### src/rtl/constants_pkg.sv
// Shared datapath constants and mux select encodings for the ALU datapath.
package constants_pkg;

   localparam int unsigned REGISTER_DATA_BITS = 8;

   typedef enum logic {
      REGISTER_FILE = 1'b0,
      IMMEDIATE     = 1'b1
   } b_sel_e;

   typedef enum logic [1:0] {
      ALU_OUTPUT     = 2'd0,
      INST_IMMEDIATE = 2'd1,
      MEM_LOAD       = 2'd2,
      REG_FILE_RD0   = 2'd3
   } out_sel_e;

endpackage : constants_pkg

### src/rtl/alu.sv
// Adder/subtractor with carry-out and zero detect; cin doubles as the subtract control.
// Optional signed overflow output when ALU_OVERFLOW_EN is defined.
module alu
   import constants_pkg::*;
#(
   parameter int unsigned WIDTH = REGISTER_DATA_BITS
) (
   input  logic [WIDTH-1:0] a,
   input  logic [WIDTH-1:0] b,
   input  logic             cin,
`ifdef ALU_OVERFLOW_EN
   output logic             ovf,
`endif
   output logic [WIDTH-1:0] result,
   output logic             cout,
   output logic             zero
);

   logic [WIDTH-1:0] b_eff;
   logic [WIDTH:0]   sum;

   // Subtract is A + ~B + 1; cout=1 then means no borrow.
   always_comb begin
      b_eff = cin ? ~b : b;
      sum   = {1'b0, a} + {1'b0, b_eff} + (WIDTH+1)'(cin);
   end

   assign result = sum[WIDTH-1:0];
   assign cout   = sum[WIDTH];
   assign zero   = (sum[WIDTH-1:0] == '0);

`ifdef ALU_OVERFLOW_EN
   // Operands of equal sign producing a result of the other sign.
   assign ovf = (a[WIDTH-1] == b_eff[WIDTH-1]) && (sum[WIDTH-1] != a[WIDTH-1]);
`endif

endmodule : alu

### src/rtl/alu_datapath.sv
// ALU datapath: operand-B mux, adder, write-back mux and registered flags.
// Define ALU_OVERFLOW_EN to add the ovf / ovf_flag signed-overflow outputs.
module alu_datapath
   import constants_pkg::*;
#(
   parameter int unsigned DATA_BITS = REGISTER_DATA_BITS
) (
   input  logic                 clk,
   input  logic                 reset,
   input  logic [DATA_BITS-1:0] rd0_data,
   input  logic [DATA_BITS-1:0] rd1_data,
   input  logic [DATA_BITS-1:0] immediate,
   input  logic [DATA_BITS-1:0] mem_load,
   input  logic                 b_sel,
   input  logic [1:0]           out_sel,
   input  logic                 subtract,
   input  logic                 flags_we,
   output logic [DATA_BITS-1:0] alu_result,
   output logic [DATA_BITS-1:0] out,
   output logic                 cout,
   output logic                 zero,
`ifdef ALU_OVERFLOW_EN
   output logic                 ovf,
   output logic                 ovf_flag,
`endif
   output logic                 carry_flag,
   output logic                 zero_flag
);

   logic [DATA_BITS-1:0] operand_b;
   logic                 carry_flag_q, carry_flag_d;
   logic                 zero_flag_q,  zero_flag_d;

   // Operand B select.
   always_comb begin
      operand_b = rd1_data;
      if (b_sel_e'(b_sel) == IMMEDIATE) begin
         operand_b = immediate;
      end
   end

   alu #(
      .WIDTH (DATA_BITS)
   ) u_alu (
      .a      (rd0_data),
      .b      (operand_b),
      .cin    (subtract),
`ifdef ALU_OVERFLOW_EN
      .ovf    (ovf),
`endif
      .result (alu_result),
      .cout   (cout),
      .zero   (zero)
   );

   // Write-back select; only the chosen input reaches out.
   always_comb begin
      out = alu_result;
      case (out_sel_e'(out_sel))
         ALU_OUTPUT:     out = alu_result;
         INST_IMMEDIATE: out = immediate;
         MEM_LOAD:       out = mem_load;
         REG_FILE_RD0:   out = rd0_data;
         default:        out = alu_result;
      endcase
   end

   always_comb begin
      carry_flag_d = carry_flag_q;
      zero_flag_d  = zero_flag_q;
      if (flags_we) begin
         carry_flag_d = cout;
         zero_flag_d  = zero;
      end
   end

   always_ff @(posedge clk) begin
      if (!reset) begin
         carry_flag_q <= 1'b0;
         zero_flag_q  <= 1'b0;
      end else begin
         carry_flag_q <= carry_flag_d;
         zero_flag_q  <= zero_flag_d;
      end
   end

   assign carry_flag = carry_flag_q;
   assign zero_flag  = zero_flag_q;

`ifdef ALU_OVERFLOW_EN
   logic ovf_flag_q, ovf_flag_d;

   always_comb begin
      ovf_flag_d = ovf_flag_q;
      if (flags_we) begin
         ovf_flag_d = ovf;
      end
   end

   always_ff @(posedge clk) begin
      if (!reset) begin
         ovf_flag_q <= 1'b0;
      end else begin
         ovf_flag_q <= ovf_flag_d;
      end
   end

   assign ovf_flag = ovf_flag_q;
`endif

endmodule : alu_datapath

### config.mk
export PLATFORM = sky130hd
export DESIGN_NAME = alu_datapath
export DESIGN_NICKNAME = d
export VERILOG_FILES = /design/src/rtl/constants_pkg.sv /design/src/rtl/alu.sv /design/src/rtl/alu_datapath.sv
export SDC_FILE = /design/constraint.sdc
export NUM_CORES = 1
export LEC_CHECK = 0
export BUFFER_PORTS_ARGS = -buffer_cell sky130_fd_sc_hd__buf_2
export CAP_MARGIN = 20
export CORE_ASPECT_RATIO = 1.2
export CORE_UTILIZATION = 45
export CTS_BUF_LIST = sky130_fd_sc_hd__clkbuf_8
export DETAILED_ROUTE_END_ITERATION = 8
export GPL_TIMING_DRIVEN = 0
export HOLD_SLACK_MARGIN = 0.06
export PLACE_DENSITY = 0.87
export SYNTH_ARGS = -nofsm -noshare
export SYNTH_HDL_FRONTEND = slang
export SYNTH_SLANG_ARGS = --single-unit
### constraint.sdc
create_clock -name clk -period 4.2 [get_ports clk]
set_input_delay 0.21 -clock clk [delete_from_list [all_inputs] [get_ports clk]]
set_output_delay 0.21 -clock clk [all_outputs]
set_load 0.01 [all_outputs]
## Yosys cells after proc, flatten, opt, wreduce, memory -nomap -nowiden

Cells that the tools add are included.
W data, S select, Z words.

| cells by class | value |
|---|---|
| add/subtract/negate cells | 2 |
| reduce and logical (&&, ||, !) cells | 2 |
| eq/ne operators | 3 |
| multiplexer cells | 3 |
| bitwise gates (word level) | 1 |

Operator list:

| cell | count |
|---|---|
| $pmux W8 S4 | 1 |
| $mux W8 | 2 |
| $add A8 B8 Y9 | 1 |
| $add A9 B1 Y9 | 1 |
| $logic_not A8 Y1 | 1 |
| $not A8 Y8 | 1 |
| $eq A2 B2 Y1 const B | 2 |
| $eq A2 B1 Y1 const B | 1 |
| $logic_not A2 Y1 | 1 |

| storage, ports and cells | value |
|---|---|
| bits of input ports | 39 |
| flip-flop bits (word level) | 2 |

## Longest topological paths before layout

Gate-level depths: netlist of run 1.

| depth | value |
|---|---|
| word-level depth | 6 |
| gate-level depth with buffers | 10 |

## Hierarchy

A second synthesis of run 1 with hierarchy kept.

| unflattened totals | value |
|---|---|
| cell total of the unflattened synthesis | 81 |
| area, all modules | 797.0 um2 |

By module, submodules not included:

| module | cells each | times used | area an instance (um2) |
|---|---|---|---|
| alu | 56 | 1 | 432.9 |
| alu_datapath | 25 | 1 | 364.1 |

## Least setup slack after synthesis of run 1

No wires, ideal clock.

| path | value |
|---|---|
| path type | input to output |
| start | input b_sel |
| end | output zero |
| stages | 10 |
| path buffers | 1 |
| setup slack | 1.111 ns |
| data required time | 3.990 ns |
| arrival | 2.879 ns |
| cell sequence | buf_6 mux2i_4 mux2_4 fa_1 a211oi_1 o21bai_1 a211oi_1 nor2_1 or4_4 nor3_1 |

| between the ends | value |
|---|---|
| longest elaborated chain between the ends | 6 |

RTL lines:

| what | line | RTL |
|---|---|---|
| from (decl) | alu_datapath.sv:14 | `input logic b_sel,` |
| $mux W8 (*) | alu_datapath.sv:37 | `if (b_sel_e'(b_sel) == IMMEDIATE) begin` |
| $not A8 Y8 | alu.sv:24 | `b_eff = cin ? ~b : b;` |
| $mux W8 (*) | alu.sv:24 |  |
| $add A8 B8 Y9 (*) | alu.sv:25 | `sum = {1'b0, a} + {1'b0, b_eff} + (WIDTH+1)'(cin);` |
| $add A9 B1 Y9 (*) | alu.sv:25 |  |
| via alu_result[6] | alu_datapath.sv:18 | `output logic [DATA_BITS-1:0] alu_result,` |
| $logic_not A8 Y1 (*) | alu.sv:30 | `assign zero = (sum[WIDTH-1:0] == '0);` |
| to (decl) | alu_datapath.sv:21 | `output logic zero,` |

The timed path passes the listed nets; every way through them passes the cells marked *.

## Worst setup path in the final report of run 1

| path | value |
|---|---|
| start | input b_sel |
| end | output zero |

| between the ends | value |
|---|---|
| longest elaborated chain between the ends | 6 |

RTL lines:

| what | line |
|---|---|
| $mux W8 (*) | alu_datapath.sv:37 |
| $not A8 Y8 | alu.sv:24 |
| $mux W8 (*) | alu.sv:24 |
| $add A8 B8 Y9 (*) | alu.sv:25 |
| $add A9 B1 Y9 (*) | alu.sv:25 |
| $logic_not A8 Y1 (*) | alu.sv:30 |

Every way passes the cells marked *; elsewhere a longest branch is shown, timed or not.

==> results, run 1 <==
- The insertion delay of the later-clocked pin in the worst-skew pair is 0.21 ns.
- The number of synthesized register bits is 2.
- In this run the remaining antenna-violating nets after routing total 0.
- The upper clock frequency limit is 0.3073 GHz.
- The largest fanout on the critical path is 8.
- During placement, the flow inserted port buffers numbering 56.
- Once the floorplan was initialized, standard cells occupied 49.18% of the core.
- The final count of pins violating max slew is 0.
- Following the worst setup path forward leads to its endpoint at zero.
- The sequential share of the synthesized area is 4.841%.
- The initial antenna violation count came to 0.
- The die is 48.96 um tall.
- The worst hold path startpoint is flags_we.
- The placer congestion estimate is 0.7750.
- The filler cells instantiated in the layout total 136.
- The overall fraction of global-route tracks in use is 21.40%.
- The number of clock buffers inserted by TritonCTS is 3.
- The final cycle utilization of the critical path is 77.48%.
- For this block, the initial DRC count from the detailed router was 7.
- In the final routed layout, each cell accounts on average for 13.17 um.
- Counting cells, the worst reg-to-reg path comes to 2.
- Across all layers, the routed design uses 908 vias.
- For this design, the sink count on the clock tree is 2.
- The relative contribution of sequential cells to total power is 6.2%.
- The HPWL after detailed placement is 1.775 mm.
- The clock root buffer master is clkbuf_8.
- In this run the horizontal extent of the chip is 41.14 um.
- In this run the worst hold path is classified as in2reg.
- On the final layout, the worst clock skew is 0 ns.
- The power density over the cells is 282.3 mW/mm2.
- Counting flops with a built-in enable in the synthesized netlist gives 0.
- Setup total negative slack on the finished layout was measured at 0 ns.
- The data required time of the critical path is 3.99 ns.
- The flow ran to the end, and the final reports show no timing, DRC or antenna violations.
- The area enclosed by the die boundary is 0.002014 mm2.
- The flop-to-flop setup slack is 3.58 ns.
- The relative slew slack is 57.82%.
- The number of I/O pins is 59.
- Synthesis instantiated 32 different standard cells from the library.
- At the end of the flow, the number of nets in the layout was 194.
- The post-detailed-route via-to-cell ratio is 5.640.
- VDD sags by at most 0.1899 mV.
- On the final layout, the worst hold slack is 0.2147 ns.
- Counting every instance in the synthesized netlist gives 84.
- The total congestion overflow is 0.
- The proportion of synthesized flip-flops having asynchronous set or reset is 0%.
- The number of rows created at floorplan is 16.
- Entering global routing, the biggest net connects 11 pins.
- The average cell area after synthesis is 9.846 um2.
- The leakage power total is 0.0005887 uW.
- The critical path starts at b_sel.
- The count of TritonRoute iterations in the first routing pass is 6.
- The clock network power share is 22.7%.
- The internal power summed over all cells is 193.4 uW.
- The number of nets handed over by synthesis was 133.
- Setup repair after global routing left no endpoint under its margin.
- The share of synthesized area in the top cell type comes to 16.34%.
- The startpoint-to-endpoint class of the critical path is in2out.
- The number of hold buffers added after CTS is 0.
- Yosys printed 0 warnings.
- The final setup violation count is 0.
- At the worst endpoint, the arrival time is 3.04 ns.
- The count of endpoints failing hold in the final timing report is 0.
- The minimum clock period after layout is 3.254 ns.
- The worst setup path is launched from a primary input.
- TritonCTS built the clock tree.
- The number of global-route vias before repair is 804.
- In the post-synthesis netlist, the biggest area contributors are mux4_2 (16%), ha_1 (14%), xnor2_1 (11%), mux2i_1 (8.5%), dfxtp_1 (4.8%).
- The H-tree depth is 1.
- The wire length of the first global-routing pass is 3.194 mm.
- The switching component of the power is 137.2 uW.
- The proportion of layout cells with a drive suffix above 1 is 49.65%.
- The reg-to-reg endpoint is carry_flag.
- The post-detailed-routing wire length is 2.121 mm.
- For this run, design rule violations remaining after detail routing come to 0.
- The number of gates resized after CTS was 0.
- The dominant register cell in the synthesized netlist is dfxtp_1.
- The logic gate share of total power is 71.1%.
- The placeable core region is 0.001682 mm2.
- The worst-case clock buffer depth is 2.
- Of the total power, the share spent switching nets is 41.50%.
- The cell area after synthesis is 827.0 um2.
- Summed over all instances, the cell type with the most area after synthesis is mux4_2.
- The layout overhead on the synthesized area is 41.60%.
- The number of max-capacitance violations reported is 0.
- The worst register-to-register path begins at carry_flag.
- STA classifies the critical path endpoint as a primary output.
- The post-CTS clock slew at the launch and capture registers of the worst setup and hold paths is 0.03 ns.
- The number of setup buffers added after CTS is 0.
- The antenna diode count is 0.
- For the pin with the worst max-slew slack, the measured transition is 0.6327 ns.
layout by cell type (no fill, tap or decap), types with 3 or more instances in the layout:
cell type / synthesis / final
xnor2_1: 10 / 10
mux2i_1: 7 / 7
nand2_1: 4 / 4
mux4_2: 6 / 6
a211oi_1: 3 / 3
a21oi_1: 5 / 5
ha_1: 9 / 9
o21ai_0: 4 / 4
clkbuf_8: 0 / 3
nor2_1: 5 / 5
buf_2: 0 / 56
xor2_1: 3 / 3
cells by family (layout without fill, tap and decap cells):
logic type               after synthesis  after routing  share of synthesized area [%]
AND/OR/NAND/NOR                       15             15                          9.078
multiplexers                          16             16                          32.53
AO/OA/AOI/OAI                         22             22                          20.12
flip-flops                             2              2                          4.841
adder cells (fa/ha/maj)               10             10                          16.04
XOR/XNOR                              13             13                          13.77
buffers and inverters                  6             65                          3.631
layout make-up:
type                       instances  area [um2]  area share, %
multi-input combinational         76       757.0          64.64
inverter                           2       7.507         0.6410
buffer                             4       22.52          1.923
sequential                         2       40.04          3.419
timing repair buffer              56       280.3          23.93
clock buffer                       3       41.29          3.526
tap                               18       22.52          1.923
worst min-delay path by stage:
stage	cells past startpoint	end
CTS	2	carry_flag
finish	2	carry_flag
global route	2	carry_flag
global placement	2	carry_flag
detailed placement	2	carry_flag
floorplan	1	carry_flag
routing by layer:
metal	up-vias	track usage (%)	routed length [um]
li1	443	-	-
met1	432	23.36	862
met2	33	41.93	1144
met3	0	3.196	114
met4	0	0	0
met5	-	0	0
metrics by stage:
step / util [%] / cell area [um2] / total power [uW] / setup slack, ns / instances
final: 69.64 / 1171 / 330.6 / 0.9460 / 161
after global routing: 69.64 / 1171 / 360.8 / 0.7454 / 161
after CTS: 69.64 / 1171 / 333.7 / 0.9509 / 161
after detailed placement: 67.19 / 1130 / 255.4 / 1.005 / 158
after global placement: 67.19 / 1130 / 249.8 / 1.025 / 158
after floorplan: - / 827.0 / 177.8 / 1.111 / 84
registers in the layout, indices dropped and copies added (netlist names):
signal and flops:
carry_flag 1, zero_flag 1
synth_stat cells, types with 2 or more instances:
| cell | count |
|---|---|
| xnor2_1 | 10 |
| ha_1 | 9 |
| mux2i_1 | 7 |
| mux4_2 | 6 |
| a21oi_1 | 5 |
| nor2_1 | 5 |
| nand2_1 | 4 |
| o21ai_0 | 4 |
| a211oi_1 | 3 |
| xor2_1 | 3 |
| a21o_1 | 2 |
| clkbuf_1 | 2 |
| dfxtp_1 | 2 |
| inv_1 | 2 |
| nor3_1 | 2 |
| o21bai_1 | 2 |
critical path: stages:
cell and delay [ns]:
buf_6 0.14, mux2i_4 0.30, mux2_4 0.35, fa_1 0.43
a211oi_1 0.30, o21bai_1 0.12, a211oi_1 0.23, nor2_1 0.10
or4_4 0.56, nor3_1 0.15, buf_2 0.15
power by group through the flow:
stage | Clock, uW | Sequential, uW | Combinational [uW]
after global placement | 0 | 20.7 | 229
after global routing | 79.3 | 20.5 | 261
after CTS | 77.2 | 20.5 | 236
final | 75.0 | 20.5 | 235
after detailed placement | 0 | 20.8 | 235
after floorplan | 0 | 21.2 | 157
No activity file was read; power rests on OpenSTA's default activity.
==> inputs of run 2 (changes only) <==
Settings changed: ABC_AREA set to 1, CORE_UTILIZATION 45 to 44, PLACE_DENSITY 0.87 to 0.82.
Clock period 4.2 ns to 3.4 ns, I/O delays scaled along.
==> run 2 against run 1 <==
Against the previous run:
- the flow now finishes with violations (design-rule violations)
- sequential cell count is the same
- clock-buffer cell count did not move
- synthesized cell count increased by 100%
- utilization is 2.8 points lower
- sequential power grew 28%
- critical path depth up 4
- area after synthesis up 12%
==> results, run 2 <==
- The leakage power total came to 0.0008111 uW (+38%).
- The cell area after synthesis is 929.6 um2 (+12%).
- The upper clock frequency limit is 0.3770 GHz.
- The most critical setup path has its startpoint at b_sel.
- The insertion delay of the later-clocked pin in the worst-skew pair came to 0.21 ns (about the same).
- The data arrival time of the worst path is 2.48 ns (-0.56 ns).
- The most used standard cell by instance count after synthesis is nand2_1.
- The final count of pins violating max slew came to 0 (unchanged).
- The count of input and output buffers was 57 (+1.8%).
- The post-detailed-placement cell area is 0.001239 mm2 (+9.6%).
- The vertical die dimension is 52.35 um (+6.9%).
- For the finished layout, the period the worst path requires is 2.653 ns.
- The number of I/O pins came to 59 (unchanged).
- The post-detailed-route wirelength per cell is 10.60 um (-20%).
- The final total negative setup slack is 0 ns (unchanged).
- The number of clock buffers inserted by TritonCTS came to 3 (unchanged).
- The number of nets still failing antenna checks after routing is 0 (unchanged).
- Setup repair after global routing left no endpoint under its margin.
- The initial antenna violation count is 0 (unchanged).
- The worst hold path startpoint is flags_we.
- The flow ran to the end, but the final reports show violations.
- The worst hold slack came to 0.1879 ns (-0.02676 ns).
- The power density over the cells was 319.2 mW/mm2 (+13%).
- The path category of the worst min-delay check is in2reg.
- The initial standard-cell utilization of the core was 48.56% (-0.62 points).
- The worst setup path is launched from a primary input.
- The endpoint of the worst hold path is zero_flag.
- The worst reg-to-reg path cell count was 2 (unchanged).
- The number of setup buffers added after CTS is 0 (unchanged).
- The count of endpoints failing hold in the final timing report is 0 (unchanged).
- The count of TritonRoute iterations in the first routing pass is 8 (+2).
- The data required time of the critical path was 3.23 ns (-0.76 ns).
- The flop-to-flop setup slack is 2.70 ns (-0.88 ns).
- The pin count of the biggest net entering global routing came to 11 (unchanged).
- The wire length of the first global-routing pass is 4.257 mm (+33%).
- The tree is rooted in a clkbuf_8.
- The reg-to-reg endpoint is carry_flag.
- The count of yosys warnings during synthesis was 0 (unchanged).
- Counting instances in the post-synthesis netlist gives the leading cell types as nand2_1 (64), inv_1 (26), nor2_1 (16).
- The transition time at the pin with the least slew margin is 0.6289 ns (-0.003854 ns).
- The net count reported at finish came to 282 (+45%).
- The setup path with the least slack is of type in2out.
- The worst setup path is captured at a primary output.
- The number of global-route vias before repair came to 1020 (+27%).
- The post-detailed-routing wire length is 2.651 mm (+25%).
- The final setup skew is 0 ns (unchanged).
- The final cycle utilization of the critical path is 78.02%.
- The relative slew slack is 57.92% (+0.10 points).
- The post-detailed-route via-to-cell ratio came to 5.112 (-9.4%).
- The initial detailed-routing violation count is 39 (+32).
- The area enclosed by the die boundary was 0.002301 mm2 (+14%).
- The proportion of synthesized flip-flops having asynchronous set or reset came to 0% (unchanged).
- The proportion of layout cells with a drive suffix above 1 came to 30.74% (-19 points).
- The TritonCTS clock tree is yes.
- The number of instances resized during post-cts repair is 0 (unchanged).
- In the synthesized netlist the dominant register cell turns out to be dfxtp_1.
- The number of sinks handled by clock tree synthesis is 2 (unchanged).
- The total congestion overflow is 0 (unchanged).
- The largest fanout on the critical path is 10 (+2).
- The number of enable-type register cells in the synthesized netlist is 0 (unchanged).
- From synthesis to final layout, the design area changed by 37.69%.
- The number of cells on the worst hold path was 2 (unchanged).
- The count of distinct cell types in the synthesized netlist is 23 (-28%).
- The worst-case vdd ir drop is 0.1787 mV (-5.9%).
- The H-tree depth was 1 (unchanged).
- The share of the synthesized area in the top cell type is 25.84% (+9.5 points).
- The number of hold buffers added after CTS was 0 (unchanged).
- The cell area after layout is 0.001280 mm2 (+9.3%).
- The worst-case clock buffer depth is 2 (unchanged).
- The post-CTS clock slew at the launch and capture registers of the worst setup and hold paths is 0.03 ns (about the same).
- Leaving out fill and tap cells, the most frequent cells in the layout are nand2_1 (64), buf_2 (57), inv_1 (26).
- The DRC violations left came to 4 (+4).
- The library cell used most frequently in the layout, excluding fill and tap cells, is nand2_1.
- The source of the worst register-to-register timing path is carry_flag.
- The average cell area after synthesis is 5.437 um2 (-45%).
- By area the synthesized netlist is led by nand2_1 (26%), ha_1 (12%), inv_1 (10%), xor2_1 (7.5%), nor2_1 (6.5%).
- The antenna diode count is 0 (unchanged).
- Summed over all instances, the cell type with the most area after synthesis is nand2_1.
- The final reports fail on design-rule violations.
- The number of rows created at floorplan came to 17 (+1).
- The number of synthesized register bits was 2 (unchanged).
- The number of max-capacitance violations reported is 0 (unchanged).
- The placer congestion estimate is 0.8639 (+11%).
- The final setup violation count is 0 (unchanged).
- The placeable core region is 0.001914 mm2 (+14%).
- The fraction of the core area covered by cells at the end of the flow is 66.86% (-2.8 points).
- The sequential share of the synthesized area is 4.307% (-0.53 points).
- The net count of the mapped netlist came to 220 (+65%).
- The number of vias after detailed routing is 1278 (+41%).
- The overall fraction of global-route tracks in use is 24.75% (+3.3 points).
- The number of instances in the synthesized netlist is 171 (+100%).
- The HPWL after detailed placement came to 2.208 mm (+24%).
- The die boundary width was 43.96 um (+6.9%).
==> run 2: cell count changes after synthesis, sizes merged, moves of 8 or more <==
cell / change
inv: +25
nor2: +11
nand3: +13
nand2: +65
xnor2: -10
mux2i: -8
==> run 2: kinds of logic (layout without fill, tap and decap cells) <==
group	count (synthesis)	count (layout)	share of synthesized area (%)
buffers and inverters	29	89	12.52
and+or+nand+nor	104	104	47.78
adders and majority gates	10	10	14.27
AOI/OAI and AO/OA	17	17	11.84
xor gates and xnor gates	9	9	9.287
DFF	2	2	4.307
==> run 2: worst max-delay path: stages <==
cell	delay (ns)
buf_2	0.15
inv_2	0.08
clkbuf_1	0.32
nand2_1	0.09
nand2_1	0.09
xor2_1	0.25
fa_1	0.51
nor2_1	0.14
nand3_1	0.10
nor2_1	0.10
nand3_1	0.09
nor2_1	0.14
nand3_2	0.10
inv_1	0.06
buf_2	0.11
==> run 2: metal layers <==
metal  global-route usage, %  share of wire, %
met5                       0                 0
met4                   7.576              0.98
met3                   2.069               8.5
met2                   43.03                47
met1                   31.96                44
==> run 2: area by class of cell <==
cell class	instances	area, um2
multi-input combinational	140	773.2
fill	192	634.4
timing repair buffer	57	285.3
inverter	27	101.3
clock buffer	3	41.29
sequential	2	40.04
tap	19	23.77
buffer	2	15.01
==> run 2: worst max path at each step <==
stage	to	slack, ns
after floorplan	zero	1.25
after global placement	zero	0.82
after detailed placement	zero	0.78
after CTS	zero	0.73
after global routing	zero	0.52
final	zero	0.75
==> run 2: where the power goes <==
part | internal (uW) | switching, uW | total (uW)
combinational | 116 | 172 | 288
clock | 74.9 | 19.0 | 93.9
sequential | 25.4 | 0.916 | 26.3
==> run 2: stage by stage <==
stage,std cells,worst slack (ns),power (uW)
final,250,0.7474,408.6
after global routing,250,0.5186,449.0
after CTS,250,0.7338,410.1
after detailed placement,247,0.7802,312.9
after global placement,247,0.8198,309.5
after floorplan,171,1.253,214.8
